File: config.mk
export PLATFORM = sky130hd
export DESIGN_NAME = video_sync_out
export DESIGN_NICKNAME = d
export VERILOG_FILES = /design/src/rtl/video_sync_out.sv
export SDC_FILE = /design/constraint.sdc
export NUM_CORES = 1
export LEC_CHECK = 0
export ABC_AREA = 1
export BUFFER_PORTS_ARGS = -buffer_cell sky130_fd_sc_hd__buf_4
export CAP_MARGIN = 20
export CORE_AREA = 2 2 136 138
export CTS_CLUSTER_DIAMETER = 50
export CTS_CLUSTER_SIZE = 25
export DETAILED_ROUTE_END_ITERATION = 6
export DIE_AREA = 0 0 138 140
export PLACE_DENSITY = 0.77
export SLEW_MARGIN = 25
export SYNTH_ARGS = -nofsm -noshare
export SYNTH_HDL_FRONTEND = slang
export SYNTH_SLANG_ARGS = --single-unit
File: constraint.sdc
create_clock -name clk -period 4.9 [get_ports clk]
set_clock_uncertainty 0.1 [all_clocks]
set_input_delay 0.98 -clock clk [delete_from_list [all_inputs] [get_ports clk]]
set_output_delay 0.98 -clock clk [all_outputs]
set_load 0.02 [all_outputs]
File: src/rtl/video_sync_out.sv
// video_sync_out: pixel FIFO plus VGA raster generator that aligns the incoming stream to start-of-frame
package video_sync_out_pkg;
    typedef struct packed {
        logic [10:0] hc;
        logic [10:0] vc;
    } vga_fc_t;
endpackage

module video_sync_out
    import video_sync_out_pkg::*;
#(
    parameter int RGB_SIZE   = 12,
    parameter int H_DISPLAY  = 640,
    parameter int H_FRONT    = 16,
    parameter int H_SYNC     = 96,
    parameter int H_BACK     = 48,
    parameter int V_DISPLAY  = 480,
    parameter int V_FRONT    = 10,
    parameter int V_SYNC     = 2,
    parameter int V_BACK     = 33,
    parameter int FIFO_DEPTH = 16
) (
    input  logic                clk,
    input  logic                rst,
    input  logic                pixel_tick,
    input  logic                src_vld,
    output logic                src_rdy,
    input  vga_fc_t             src_fc,
    input  logic [RGB_SIZE-1:0] src_rgb,
    input  logic                underflow_clr,
    output logic                vga_hsync,
    output logic                vga_vsync,
    output logic [RGB_SIZE-1:0] vga_rgb,
    output logic                underflow,
    output logic                aligned
);
    localparam int H_TOTAL = H_DISPLAY + H_FRONT + H_SYNC + H_BACK;
    localparam int V_TOTAL = V_DISPLAY + V_FRONT + V_SYNC + V_BACK;
    localparam int HW = $clog2(H_TOTAL);
    localparam int VW = $clog2(V_TOTAL);
    localparam int AW = $clog2(FIFO_DEPTH);
    localparam int EW = RGB_SIZE + 1;
    localparam logic [HW-1:0] H_LAST = HW'(H_TOTAL - 1);
    localparam logic [HW-1:0] H_ACT  = HW'(H_DISPLAY);
    localparam logic [HW-1:0] HS_LO  = HW'(H_DISPLAY + H_FRONT);
    localparam logic [HW-1:0] HS_HI  = HW'(H_DISPLAY + H_FRONT + H_SYNC);
    localparam logic [VW-1:0] V_LAST = VW'(V_TOTAL - 1);
    localparam logic [VW-1:0] V_ACT  = VW'(V_DISPLAY);
    localparam logic [VW-1:0] VS_LO  = VW'(V_DISPLAY + V_FRONT);
    localparam logic [VW-1:0] VS_HI  = VW'(V_DISPLAY + V_FRONT + V_SYNC);

    typedef enum logic [1:0] {ALIGN, WAIT_FRAME, RUN} state_t;

    state_t              state_q, state_d;
    logic [HW-1:0]       h_cnt_q, h_cnt_d;
    logic [VW-1:0]       v_cnt_q, v_cnt_d;
    logic [AW:0]         wr_ptr_q, wr_ptr_d, rd_ptr_q, rd_ptr_d;
    logic [EW-1:0]       mem_q [FIFO_DEPTH];
    logic                hsync_q, hsync_d, vsync_q, vsync_d, underflow_q, underflow_d;
    logic [RGB_SIZE-1:0] rgb_q, rgb_d;
    logic                active, wrap, sof_in, empty, full, push, pop, err;
    logic [EW-1:0]       head;

    always_comb begin
        active      = (h_cnt_q < H_ACT) && (v_cnt_q < V_ACT);
        wrap        = pixel_tick && (h_cnt_q == H_LAST) && (v_cnt_q == V_LAST);
        sof_in      = (src_fc.hc == '0) && (src_fc.vc == '0);
        empty       = wr_ptr_q == rd_ptr_q;
        full        = (wr_ptr_q ^ rd_ptr_q) == {1'b1, {AW{1'b0}}};
        head        = mem_q[rd_ptr_q[AW-1:0]];
        src_rdy     = (state_q == ALIGN) || !full;
        pop         = (state_q == RUN) && pixel_tick && active;
        // the head's sof flag must coincide exactly with raster pixel (0,0)
        err         = pop && (empty || (head[RGB_SIZE] != ((h_cnt_q == '0) && (v_cnt_q == '0))));
        push        = src_vld && src_rdy && ((state_q != ALIGN) || sof_in);
        wr_ptr_d    = err ? '0 : wr_ptr_q + {{AW{1'b0}}, push};
        rd_ptr_d    = err ? '0 : rd_ptr_q + {{AW{1'b0}}, pop && !empty};
        state_d     = (state_q == ALIGN && push)     ? WAIT_FRAME :
                      (state_q == WAIT_FRAME && wrap) ? RUN :
                      err                             ? ALIGN : state_q;
        h_cnt_d     = !pixel_tick ? h_cnt_q : (h_cnt_q == H_LAST) ? '0 : h_cnt_q + HW'(1);
        v_cnt_d     = !(pixel_tick && h_cnt_q == H_LAST) ? v_cnt_q :
                      (v_cnt_q == V_LAST) ? '0 : v_cnt_q + VW'(1);
        hsync_d     = pixel_tick ? !((h_cnt_q >= HS_LO) && (h_cnt_q < HS_HI)) : hsync_q;
        vsync_d     = pixel_tick ? !((v_cnt_q >= VS_LO) && (v_cnt_q < VS_HI)) : vsync_q;
        rgb_d       = pixel_tick ? ((pop && !err) ? head[RGB_SIZE-1:0] : '0) : rgb_q;
        underflow_d = err || (underflow_q && !underflow_clr);
    end

    always_ff @(posedge clk or posedge rst)
        if (rst) begin
            state_q     <= ALIGN;
            h_cnt_q     <= '0;
            v_cnt_q     <= '0;
            wr_ptr_q    <= '0;
            rd_ptr_q    <= '0;
            hsync_q     <= 1'b1;
            vsync_q     <= 1'b1;
            rgb_q       <= '0;
            underflow_q <= 1'b0;
        end else begin
            state_q     <= state_d;
            h_cnt_q     <= h_cnt_d;
            v_cnt_q     <= v_cnt_d;
            wr_ptr_q    <= wr_ptr_d;
            rd_ptr_q    <= rd_ptr_d;
            hsync_q     <= hsync_d;
            vsync_q     <= vsync_d;
            rgb_q       <= rgb_d;
            underflow_q <= underflow_d;
        end

    always_ff @(posedge clk)
        if (push && !err)
            mem_q[wr_ptr_q[AW-1:0]] <= {sof_in, src_rgb};

    assign vga_hsync = hsync_q;
    assign vga_vsync = vsync_q;
    assign vga_rgb   = rgb_q;
    assign underflow = underflow_q;
    assign aligned   = state_q == RUN;
endmodule

==> flow_metrics.tcl <==
set metrics [dict create \
    diodes 0 \
    start_util_pct 61.50 \
    cts.clk_slew.worst_paths_ps 70 \
    vias_per_cell 5.712 \
    hpwlAfterDp_um 14180 \
    area_growth_pct 11.80 \
    tritoncts "yes" \
    post_cts_buffers 0 \
    ys_types 41 \
    io_buffers 55 \
    startpoint_type "flop" \
    cp_cell_sequence "buf_4 > xnor2_1 > nand4_1 > nor3_1 > inv_1 > buf_4" \
    grt_max_degree 95 \
    die_area_um2 19320 \
    crit_top_cell "buf_4" \
    cp.buffers_inverters 3 \
    status "finished clean" \
    die_x_um 138 \
    synth_top_area_share_pct 57.12 \
    final.setup.tns_ps 0 \
    synth_nets 1037 \
    syn-instance-count 990 \
    via_count 7300 \
    hold_viol_final 0 \
    slowest_delay_ps 550 \
    crit_type "flop to output port" \
    ant_nets 0 \
    yosysTopAreaCell "edfxtp_1" \
    place_congestion 0.8406 \
    p_sw_w 0.0009558 \
    hold_path_class "flop to flop" \
    maxSlewHeadroom_pct 32.20 \
    internal-power_w 0.003382 \
    arrival_ps 2240 \
    yosysWarnings 0 \
    drv_cap 0 \
    wire_per_inst_um 18.53 \
    p_sw_share_pct 22.04 \
    cts_resized 0 \
    drtPass1Iterations 5 \
    synth_area_um2 10930 \
    synth_ff_type "edfxtp_1" \
    grt_pass1_vias 7115 \
    htreeDepth 1 \
    crit_required_ps 3820 \
    totalWireLength_um 23680 \
    cts_hold_buffers 0 \
    final_cell_mix "nand2_1, edfxtp_1, nand3_1, buf_4, nor2_1" \
    clock_path_buffers 3 \
    syn_avg_cell_area_um2 11.04 \
    fin_crit_ps 3317 \
    p_leak_nw 4.690 \
    grt_pass1_wl_um 37580 \
    setup_viol 0 \
    fin_nets 1081 \
    clock-sinks 255 \
    die_h_um 140 \
    clk_root_buffer_cell "clkbuf_16" \
    core_um2 17780 \
    worst_pin_slew_ps 1017 \
    fmax_ghz 0.3014 \
    synth_edf_count 208 \
    synth-seq-cells 255 \
    critPathSlowestCell "buf_4" \
    clk_latency_ps 520 \
    numCtsBuffers 23 \
    finalCritPeriodShare_pct 67.70 \
    path_delay_family "buffers and inverters" \
    final_max_slew_viol_count 0 \
    cp-end-kind "output port" \
    irDropWorstVdd_mv 0.3065 \
    ys_seq_area_share_pct 67.90 \
    rsz0062_at_grt "false" \
    pin_count 56 \
    async_flop_share_pct 18.43 \
    pwr-share-clk_pct 40.7 \
    final_common_cell "nand2_1" \
    num_rows 49 \
    powerDensity_nw_per_um2 354.8 \
    power.share.sequential_pct 55.8 \
    grt_overflow 0 \
    crit_fanout 53 \
    drive_gt1_share_pct 13.92 \
    first_iter_violations 753 \
    synth_area_leaders "edfxtp_1, dfrtp_1, nand2_1, nand3_1, nor2_1" \
    post-route-util_pct 68.75 \
    antenna_found_initial 0 \
    combPwrFrac_pct 3.4 \
    grt_use_total_pct 24.80 \
    drc 0 \
]
## worst register-to-register path, stage by stage (launching register included)
cell     delay (ps)
dfrtp_2         750
buf_4           580
nand2_1         140
nand3_1         110
nand3_1         120
nand3_2         110
nand2_1          70
nand2_2          70
nand3_2          80
nand2_4         100
nand2_4         210
nor2_4          510
## worst paths after layout
check                                  startpoint                endpoint  slack [ps]  depth (start not counted)
min in group asynchronous                     rst  vga_rgb[3]$_DFFE_PP0P_         490                          2
setup reg to reg            rd_ptr_q[0]$_DFF_PP0_  mem_q[15][4]$_DFFE_PP_        1590                         11
max in group asynchronous                     rst   rd_ptr_q[0]$_DFF_PP0_        3650                          2
hold reg to reg            vga_rgb[4]$_DFFE_PP0P_  vga_rgb[4]$_DFFE_PP0P_         390                          2
setup / recovery            rd_ptr_q[1]$_DFF_PP0_                 src_rdy        1580                          6
hold / removal             vga_rgb[4]$_DFFE_PP0P_  vga_rgb[4]$_DFFE_PP0P_         390                          2
## area by class of cell
type                       instances  area (um2)
timing repair buffer              69       518.0
clock inverter                    15       156.4
sequential                       255        7427
multi-input combinational        627        3032
inverter                          58       221.5
fill                            1286        5555
tap                              229       286.5
clock buffer                      25       583.1
## cell families (layout without fill, tap and decap cells)
logic type,count (synthesis),in the layout,synth area share [%]
xor+xnor,18,18,1.442
simple gates,553,553,22.91
buf+inv,108,167,4.394
fa+ha+maj,8,8,0.9155
flops,255,255,67.90
compound gates,48,48,2.437
## layer usage
layer | share of wire [%] | track usage [%] | wire [um]
met1 | 41 | 34.47 | 9667
met2 | 47 | 39.76 | 11180
met3 | 8.8 | 4.752 | 2079
met4 | 3.2 | 8.915 | 750
met5 | 0 | 0 | 0
## stage by stage
step / cells / instance area (um2) / hold WS, ps / worst slack, ps / total power (W)
5_1_grt: 1278 / 12220 / 415.3 / 1398 / 0.004471
6_report: 1278 / 12220 / 389.6 / 1583 / 0.004337
2_1_floorplan: 990 / 10930 / 363.4 / 2040 / 0.002542
3_5_place_dp: 1238 / 11480 / 379.6 / 1641 / 0.002613
4_1_cts: 1278 / 12220 / 396.5 / 1588 / 0.004362
3_3_place_gp: 1238 / 11480 / 373.7 / 1746 / 0.002609
## registers in the layout, summed over array words and instances (netlist names)
signal	cells
h_cnt_q	10
mem_q	208
rd_ptr_q	5
state_q	2
underflow	1
v_cnt_q	10
vga_hsync	1
vga_rgb	12
vga_vsync	1
wr_ptr_q	5
## Yosys cell counts, types with 7 or more instances
master / instances
o21ai_0: 19
edfxtp_1: 208
nor2_4: 10
dfrtp_1: 45
o21ai_1: 13
xnor2_1: 7
inv_1: 52
nor2_1: 65
nand3_1: 173
buf_2: 20
clkbuf_1: 19
ha_1: 8
nand2_1: 268
xor2_1: 11
## power by group through the flow
| stage | Clock [W] | Sequential (W) | Combinational (W) |
|---|---|---|---|
| 6_report | 0.00177 | 0.00242 | 0.000150 |
| 5_1_grt | 0.00187 | 0.00243 | 0.000172 |
| 4_1_cts | 0.00179 | 0.00242 | 0.000151 |
| 3_5_place_dp | 0 | 0.00246 | 0.000150 |
| 3_3_place_gp | 0 | 0.00246 | 0.000146 |
| 2_1_floorplan | 0 | 0.00246 | 0.0000859 |
Note: power is estimated with default switching activity, not from simulation.
